===== src/rtl/mem_arbiter.sv =====
// Shared single-port RAM arbiter between the fetch and MEM pipeline stages; one access in flight.
// Define MEM_ARBITER_RR_EN to replace fixed data-port priority with round-robin on simultaneous requests.
module mem_arbiter #(
  parameter int unsigned MEM_LAT = 2,
  parameter int unsigned DATA_W  = 32
) (
  input  logic              clk,
  input  logic              rst,
  input  logic              if_req,
  input  logic [DATA_W-1:0] if_addr,
  output logic [DATA_W-1:0] if_rdata,
  output logic              if_ready,
  input  logic              mem_req,
  input  logic              mem_we,
  input  logic [DATA_W-1:0] mem_addr,
  input  logic [DATA_W-1:0] mem_wdata,
  output logic [DATA_W-1:0] mem_rdata,
  output logic              mem_ready,
  output logic              ram_en,
  output logic              ram_we,
  output logic [DATA_W-1:0] ram_addr,
  output logic [DATA_W-1:0] ram_wdata,
  input  logic [DATA_W-1:0] ram_rdata,
  output logic              stall_if,
  output logic              stall_mem
);

  localparam int unsigned CNT_W = 4;

  localparam logic [1:0] S_IDLE  = 2'd0;
  localparam logic [1:0] S_ISSUE = 2'd1;
  localparam logic [1:0] S_WAIT  = 2'd2;
  localparam logic [1:0] S_RESP  = 2'd3;

  localparam logic GNT_FETCH = 1'b0;
  localparam logic GNT_DATA  = 1'b1;

  logic [1:0]        state, state_d;
  logic [CNT_W-1:0]  cnt, cnt_d;
  logic              grant, grant_d;
  logic              lat_we, lat_we_d;
  logic              ram_en_d, ram_we_d;
  logic [DATA_W-1:0] ram_addr_d, ram_wdata_d;
  logic              if_ready_d, mem_ready_d;
  logic [DATA_W-1:0] if_rdata_d, mem_rdata_d;
  logic              pick_data;

`ifdef MEM_ARBITER_RR_EN
  logic last_grant, last_grant_d;

  // On a tie, the port that lost last time wins.
  assign pick_data = mem_req & (~if_req | (last_grant == GNT_FETCH));
`else
  assign pick_data = mem_req;
`endif

  assign stall_if  = if_req & ~if_ready;
  assign stall_mem = mem_req & ~mem_ready;

  // Next-state and next-output logic.
  always_comb begin
    state_d     = state;
    cnt_d       = cnt;
    grant_d     = grant;
    lat_we_d    = lat_we;
    ram_en_d    = 1'b0;
    ram_we_d    = 1'b0;
    ram_addr_d  = ram_addr;
    ram_wdata_d = ram_wdata;
    if_ready_d  = 1'b0;
    mem_ready_d = 1'b0;
    if_rdata_d  = '0;
    mem_rdata_d = '0;
`ifdef MEM_ARBITER_RR_EN
    last_grant_d = last_grant;
`endif

    case (state)
      S_IDLE: begin
        if (if_req | mem_req) begin
          state_d     = S_ISSUE;
          grant_d     = pick_data ? GNT_DATA : GNT_FETCH;
          lat_we_d    = pick_data & mem_we;
          ram_en_d    = 1'b1;
          ram_we_d    = pick_data & mem_we;
          ram_addr_d  = pick_data ? mem_addr : if_addr;
          ram_wdata_d = pick_data ? mem_wdata : '0;
`ifdef MEM_ARBITER_RR_EN
          last_grant_d = pick_data ? GNT_DATA : GNT_FETCH;
`endif
        end
      end
      S_ISSUE: begin
        state_d = S_WAIT;
        cnt_d   = CNT_W'(MEM_LAT - 1);
      end
      S_WAIT: begin
        if (cnt == '0) begin
          // RAM data is valid now; capture it straight into the granted port's output.
          state_d = S_RESP;
          if (grant == GNT_DATA) begin
            mem_ready_d = 1'b1;
            mem_rdata_d = lat_we ? '0 : ram_rdata;
          end else begin
            if_ready_d = 1'b1;
            if_rdata_d = ram_rdata;
          end
        end else begin
          cnt_d = cnt - CNT_W'(1);
        end
      end
      S_RESP: begin
        state_d = S_IDLE;
      end
      default: begin
        state_d = S_IDLE;
      end
    endcase
  end

  // State and registered outputs.
  always_ff @(posedge clk) begin
    if (rst) begin
      state     <= S_IDLE;
      cnt       <= '0;
      grant     <= GNT_FETCH;
      lat_we    <= 1'b0;
      ram_en    <= 1'b0;
      ram_we    <= 1'b0;
      ram_addr  <= '0;
      ram_wdata <= '0;
      if_ready  <= 1'b0;
      mem_ready <= 1'b0;
      if_rdata  <= '0;
      mem_rdata <= '0;
`ifdef MEM_ARBITER_RR_EN
      last_grant <= GNT_DATA;
`endif
    end else begin
      state     <= state_d;
      cnt       <= cnt_d;
      grant     <= grant_d;
      lat_we    <= lat_we_d;
      ram_en    <= ram_en_d;
      ram_we    <= ram_we_d;
      ram_addr  <= ram_addr_d;
      ram_wdata <= ram_wdata_d;
      if_ready  <= if_ready_d;
      mem_ready <= mem_ready_d;
      if_rdata  <= if_rdata_d;
      mem_rdata <= mem_rdata_d;
`ifdef MEM_ARBITER_RR_EN
      last_grant <= last_grant_d;
`endif
    end
  end

endmodule


===== config.mk =====
export PLATFORM = sky130hd
export DESIGN_NAME = mem_arbiter
export DESIGN_NICKNAME = d
export VERILOG_FILES = /design/src/rtl/mem_arbiter.sv
export SDC_FILE = /design/constraint.sdc
export NUM_CORES = 1
export LEC_CHECK = 0
export CORE_AREA = 4 4 106 98
export DETAILED_ROUTE_END_ITERATION = 10
export DIE_AREA = 0 0 110 102
export DONT_BUFFER_PORTS = 1
export HOLD_SLACK_MARGIN = 0.12
export MAX_ROUTING_LAYER = met4
export PLACE_DENSITY = 0.75
export SYNTH_ARGS = -nofsm -noshare
export SYNTH_HDL_FRONTEND = slang
export SYNTH_SLANG_ARGS = --single-unit
export TNS_END_PERCENT = 100

===== constraint.sdc =====
create_clock -name clk -period 1.35 [get_ports clk]
set_input_delay 0.135 -clock clk [delete_from_list [all_inputs] [get_ports clk]]
set_output_delay 0.135 -clock clk [all_outputs]
set_load 0.03 [all_outputs]

==> results of run 1 <==
==> registers in the layout (all words and copies together), names as in the netlist <==
name,flops
if_ready,1
mem_ready,1
grant,1
if_rdata,32
lat_we,1
cnt,4
ram_wdata,32
state,2
mem_rdata,32
ram_addr,32
ram_en,1
ram_we,1
==> area by class of cell <==
| class | instances | area, um^2 |
|---|---|---|
| tap | 126 | 158 |
| clock buffer | 17 | 414 |
| multi-input combinational | 303 | 2140 |
| sequential | 140 | 2810 |
| clock inverter | 15 | 153 |
| fill | 647 | 2680 |
| timing repair buffer | 97 | 1040 |
| inverter | 4 | 15.0 |
==> kinds of logic (layout without fill, tap and decap cells) <==
| family | after synthesis | count (layout) | share of synthesized area [%] |
|---|---|---|---|
| compound gates | 79 | 79 | 10.5 |
| flops | 140 | 140 | 58.0 |
| fa+ha+maj | 4 | 4 | 1.04 |
| buf+inv | 41 | 133 | 3.70 |
| simple gates | 185 | 187 | 20.0 |
| mux | 33 | 33 | 6.83 |
==> worst paths after layout <==
path         cells after the start                       start                         end  slack (ns)
max                              7       state[0]$_SDFFE_PP0P_   ram_addr[22]$_SDFFE_PP0P_       -0.10
min                              1                         rst  ram_wdata[25]$_SDFFE_PP0P_       -0.30
min reg2reg                      2  ram_wdata[14]$_SDFFE_PP0P_  ram_wdata[14]$_SDFFE_PP0P_        0.46
max reg2reg                      7       state[0]$_SDFFE_PP0P_   ram_addr[22]$_SDFFE_PP0P_       -0.10
==> through the flow <==
| step | std cells | hold slack (ns) | setup slack [ns] | total power [uW] | area (um^2) |
|---|---|---|---|---|---|
| 2_1_floorplan | 482 | 0.257 | -0.0178 | 8370 | 4880 |
| 3_3_place_gp | 622 | 0.214 | -0.173 | 9490 | 5290 |
| 3_5_place_dp | 622 | 0.217 | -0.222 | 9620 | 5290 |
| 4_1_cts | 696 | -0.319 | -0.0679 | 14800 | 6450 |
| 5_1_grt | 702 | -0.338 | -0.161 | 16300 | 6720 |
| 6_report | 702 | -0.301 | -0.104 | 15600 | 6720 |
==> where the power goes <==
| group | switching (uW) | internal (uW) | total, uW |
|---|---|---|---|
| clock | 1870 | 2510 | 4380 |
| combinational | 2860 | 2450 | 5310 |
| sequential | 1030 | 4870 | 5900 |
==> routing by layer <==
| layer | wire length [um] | part of all wire, % | vias to the layer above |
|---|---|---|---|
| met2 | 7610 | 55 | 192 |
| met3 | 1100 | 7.9 | 21 |
| met1 | 4900 | 35 | 1850 |
| li1 | - | - | 1802 |
| met4 | 281 | 2.0 | 0 |
| met5 | 0 | 0 | - |
==> repair_timing <==
| item | CTS | global route |
|---|---|---|
| buffers inserted | 4 | 2 |
| hold endpoints to repair | 140 | 109 |
| resized for setup | 29 | 31 |
| gates cloned | 5 | 5 |
| pin swaps | 16 | 10 |
| setup endpoints to repair | 112 | 113 |
==> synthesized netlist by cell type (all sizes together), types with 2 or more instances <==
cell type / count / area, um^2
and2: 64 / 400
clkbuf: 12 / 48.8
buf: 25 / 115
ha: 4 / 50.1
a211oi: 34 / 260
a21oi: 37 / 185
mux2i: 33 / 330
nand2: 35 / 131
dfxtp: 140 / 2800
nor2b: 4 / 25.0
nand3b: 3 / 22.5
inv: 4 / 15.0
nand3: 33 / 165
nand2b: 2 / 12.5
nor2: 37 / 139
o21ai: 3 / 18.8
==> summary.txt, run 1 <==
Timing
  • Fin crit period: 1.45 ns
  • Setup violators final: 73
  • Fin. Hold Viols: 76
  • Final worst path period share: 108%
  • Slew headroom: 74.4%
  • RSZ-0062 raised after global routing: true
  • Post-route clock skew: 0.0133 ns
  • Pins Over Slew Limit: 0
  • Hold_ws: -0.301 ns
  • Slew @ Worst Pin: 0.384 ns
  • Post-route setup slack: -0.104 ns
  • FMAX: 0.688 GHz
  • Setup TNS: -2.54 ns

Setup path
  • Slowest stage delay, CP: 0.33 ns
  • WP buf/inv: 4
  • Kind of critical path: flip-flop to flip-flop
  • CP arrival: 1.87 ns
  • Critical path's top delay family: buffers and inverters
  • Crit path cell chain: inv_2 -> buf_6 -> ha_4 -> o21a_4 -> buf_12 -> buf_16 -> a211oi_4
  • Critical path endpoint category: flip-flop
  • Worst endpoint required time: 1.77 ns
  • Startpoint Class: flip-flop
  • Worst Path Max Fanout: 7
  • Max stage delay cell, worst path: dfxtp_2

Synth
  • Ys async rst share: 0%
  • Register area share after synthesis: 58.0%
  • Syn avg cell area: 10.0 um^2
  • Synth warn: 0
  • Synth unique cells: 32
  • Yosys reg bits: 140
  • Synthesized area: 4830 um^2
  • EDFF count, synth: 0
  • Ys flop type: dfxtp_1
  • Syn Inst Count: 482
  • Net Count, Synth: 619

Layout
  • Most frequent cells in the layout: dfxtp_1 (135), and2_1 (63), buf_4 (48)
  • Util after Layout: 71.5%
  • Synth-to-Final Area Change: 39.1%
  • Final net count: 700
  • Share of layout cells above drive strength 1: 26.7%
  • Diodes inserted: 0
  • Commonest non-fill, non-tap cell in the layout: dfxtp_1

Drt
  • Drt initial violations: 273
  • Avg Vias per Cell: 5.51
  • Antenna-violating nets left: 0
  • Via count: 3865
  • DR WL/cell: 19.8 um
  • Routed wire length: 13900 um
  • DRT Pass-1 Iters: 4
  • # DRC: 0

Run
  • Number of max-cap violations: 0

GRT
  • First-pass GRT wire length: 19000 um
  • GRT overflow: 0
  • Grt met1 use: 22.9%
  • Routing usage on met3: 6.89%
  • Antenna violations before repair: 0
  • GRT busiest layer: met2
  • Number of global-route vias before repair: 3768
  • Total track usage: 22.7%
  • GR Layer Usage met2: 42.1%
  • Largest net degree at the start of global routing: 79

Clocking
  • Clk Latency, worst-skew pair: 0.50 ns
  • Hold_buf cts: 33
  • Clk root buf: clkbuf_8
  • CTS clk-pin slew, worst paths: 0.07 ns
  • Longest Clk Path Bufs: 2
  • H-tree depth: 4
  • # clock sinks: 140
  • CTS tree: built
  • TritonCTS buffer count: 17

Outcome
  • Violated checks: hold timing, setup timing
  • Outcome: finished, violations left

Power
  • Pleak: 0.00272 uW
  • Pwr per Cell Area: 2320 nW/um^2
  • Peak VDD IR: 1460 uV

Floorplan
  • Starting Density: 51.4%
  • Row count: 34
  • I/O pin total: 267
  • Die area: 11200 um^2
  • Die H: 102 um
  • Die Span X: 110 um
  • Total core area: 9400 um^2

Placed design
  • Routability cong.: 0.771
  • Port bufs: 0
  • HPWL Detailed: 8370 um

Min path
  • Hold/Removal Path Class: input pin to flip-flop
No activity file was read; power rests on OpenSTA's default activity.
==> inputs of run 2 (changes only) <==
--- a/config.mk
+++ b/config.mk
@@ -5,6 +5,7 @@
 export SDC_FILE = /design/constraint.sdc
 export NUM_CORES = 1
 export LEC_CHECK = 0
+export ABC_CLOCK_PERIOD_IN_PS = 1350
 export CORE_AREA = 4 4 106 98
 export DETAILED_ROUTE_END_ITERATION = 10
 export DIE_AREA = 0 0 110 102
==> constraint.sdc (replaced) <==
create_clock -name clk -period 1.35 [get_ports clk]
set_input_delay 0.135 -clock clk [delete_from_list [all_inputs] [get_ports clk]]
set_output_delay 0.135 -clock clk [all_outputs]
set_load 0.1 [all_outputs]
==> run 2 against run 1 <==
The run still ends with hold timing, setup timing left. Fmax fell by 7.4%. Power rose by 25%. Wire length rose by 16%. Register-to-register slack got worse by 0.12 ns. First-iteration DRC count fell by 18%. Highest routed layer unchanged. Die area did not move. Clock-buffer cell count did not move. Utilization rose by 7.9 points. Non-clock buffer count rose by 101. Combinational power rose by 81%.
==> summary.txt, run 2 (synthesis results as in run 1) <==
Timing
  • Slew headroom: 74.8%
  • RSZ-0062 raised after global routing: true
  • Slew @ Worst Pin: 0.376 ns
  • Post-route setup slack: -0.220 ns
  • Fin crit period: 1.57 ns
  • FMAX: 0.637 GHz
  • Pins Over Slew Limit: 0
  • Post-route clock skew: 0.0127 ns
  • Setup violators final: 136
  • Final worst path period share: 116%
  • Fin. Hold Viols: 75
  • Hold_ws: -0.311 ns
  • Setup TNS: -14.53 ns

GRT
  • Largest net degree at the start of global routing: 79
  • First-pass GRT wire length: 21600 um
  • GRT overflow: 0
  • Antenna violations before repair: 0
  • Routing usage on met3: 5.56%
  • Grt met1 use: 25.5%
  • Total track usage: 25.9%
  • GR Layer Usage met2: 48.9%
  • Number of global-route vias before repair: 4317
  • GRT busiest layer: met2

Clocking
  • Longest Clk Path Bufs: 2
  • CTS clk-pin slew, worst paths: 0.07 ns
  • Clk Latency, worst-skew pair: 0.51 ns
  • Hold_buf cts: 33
  • TritonCTS buffer count: 17
  • CTS tree: built
  • # clock sinks: 140
  • H-tree depth: 4
  • Clk root buf: clkbuf_8

Power
  • Peak VDD IR: 2080 uV
  • Pleak: 0.00328 uW
  • Pwr per Cell Area: 2600 nW/um^2
  • Switching part of the total: 48.3%
  • Flop pwr share: 27.2%
  • Switching power: 9390 uW
  • Internal: 10100 uW
  • Total power: 19500 uW
  • Comb pwr share: 49.5%
  • Clock power share: 23.3%

Setup path
  • Worst endpoint required time: 1.80 ns
  • Critical R2R Capture: if_rdata[27]$_SDFF_PP0_
  • Worst Path Max Fanout: 8
  • Critical path endpoint category: flip-flop
  • R2R depth: 8
  • Startpoint Class: flip-flop
  • Reg2reg start: cnt[1]$_SDFFE_PP0P_
  • Kind of critical path: flip-flop to flip-flop
  • CP arrival: 2.02 ns
  • R2R Setup Slk: -0.22 ns

Floorplan
  • Row count: 34
  • Die Span X: 110 um
  • I/O pin total: 267
  • Total core area: 9400 um^2
  • Starting Density: 51.4%
  • Die H: 102 um
  • Die area: 11200 um^2

Layout
  • Synth-to-Final Area Change: 54.5%
  • Diodes inserted: 0
  • Most frequent cells in the layout: buf_4 (145), dfxtp_1 (134), and2_1 (47)
  • Final net count: 799
  • FF/Latch Area: 2810 um^2
  • Layout fillers: 544
  • Commonest non-fill, non-tap cell in the layout: buf_4
  • Share of layout cells above drive strength 1: 39.4%
  • Area of the multi-input gates: 2110 um^2

Placed design
  • Port bufs: 0
  • DP Worst Slack: -0.245 ns
  • Routability cong.: 0.786
  • HPWL Detailed: 9030 um

Drt
  • Avg Vias per Cell: 5.43
  • Antenna-violating nets left: 0
  • Via count: 4350
  • # DRC: 0
  • Routed wire length: 16200 um
  • DRT Pass-1 Iters: 4
  • DR WL/cell: 20.2 um
  • Drt initial violations: 225

Run
  • Number of max-cap violations: 0

Min path
  • Min-Delay Path Depth: 1
  • HP Start: rst
  • Hold Path End: ram_addr[1]$_SDFFE_PP0P_
  • Hold/Removal Path Class: input pin to flip-flop

Outcome
  • Violated checks: hold timing, setup timing
  • Outcome: finished, violations left
==> run 2: cell type report <==
type	instances	share of cell area, %
multi-input combinational	301	28.3
tap	126	2.11
clock inverter	15	2.23
timing repair buffer	198	24.0
sequential	140	37.7
inverter	4	0.235
clock buffer	17	5.55
==> run 2: timing repair <==
item,in CTS,in global routing
hold endpoints to repair,140,97
buffers inserted,2,5
cloned,3,5
pin swaps,4,19
resized for setup,21,48
endpoints found under the setup margin,101,137
==> run 2: power by group through the flow <==
stage | clock network, uW | registers (uW) | logic (uW)
floorplan | 0 | 10100 | 1840
global placement | 0 | 5280 | 8180
detailed placement | 0 | 5330 | 8310
CTS | 4530 | 5260 | 9030
global route | 4780 | 5360 | 9930
finish | 4530 | 5300 | 9620
==> run 2: metal layers <==
metal | up-vias | routed length (um)
met4 | 0 | 318
met1 | 2116 | 5650
met2 | 212 | 9300
met5 | - | 0
li1 | 1998 | -
met3 | 24 | 913
==> run 2: how the worst max path moves through the flow <==
stage	slack, ns	start	end
2_1_floorplan	-0.02	cnt[1]$_SDFFE_PP0P_	state[0]$_SDFFE_PP0P_
3_3_place_gp	-0.17	state[0]$_SDFFE_PP0P_	mem_rdata[23]$_SDFF_PP0_
3_5_place_dp	-0.25	state[0]$_SDFFE_PP0P_	mem_rdata[30]$_SDFF_PP0_
4_1_cts	-0.13	state[0]$_SDFFE_PP0P_	if_rdata[10]$_SDFF_PP0_
5_1_grt	-0.26	state[1]$_SDFFE_PP0P_	ram_wdata[16]$_SDFFE_PP0P_
6_report	-0.22	cnt[1]$_SDFFE_PP0P_	if_rdata[27]$_SDFF_PP0_
==> run 2: worst max-delay path, cell delays in order (launching register included) <==
cell and delay (ns):
dfxtp_2 0.32, inv_2 0.07, ha_4 0.15, nand3b_1 0.12
buf_6 0.15, nor4_4 0.21, buf_6 0.19, clkbuf_16 0.16
and2_4 0.13
==> run 2: stage by stage <==
step                      cells  instance area (um^2)  hold WS (ns)  utilization, %
after floorplan             482                  4900         0.257               -
after global placement      721                  6060         0.213            64.5
after detailed placement    721                  6060         0.220            64.5
after CTS                   791                  7180        -0.321            76.4
after global routing        801                  7470        -0.338            79.4
final                       801                  7470        -0.311            79.4
==> inputs of run 3 (changes only) <==
--- a/config.mk
+++ b/config.mk
@@ -7,6 +7,7 @@
 export LEC_CHECK = 0
 export ABC_CLOCK_PERIOD_IN_PS = 1350
 export CORE_AREA = 4 4 106 98
+export CTS_CLUSTER_DIAMETER = 120
 export DETAILED_ROUTE_END_ITERATION = 10
 export DIE_AREA = 0 0 110 102
 export DONT_BUFFER_PORTS = 1
==> results of run 3 <==
Same layout as run 2: the final DEF is identical, and so are final timing and power.
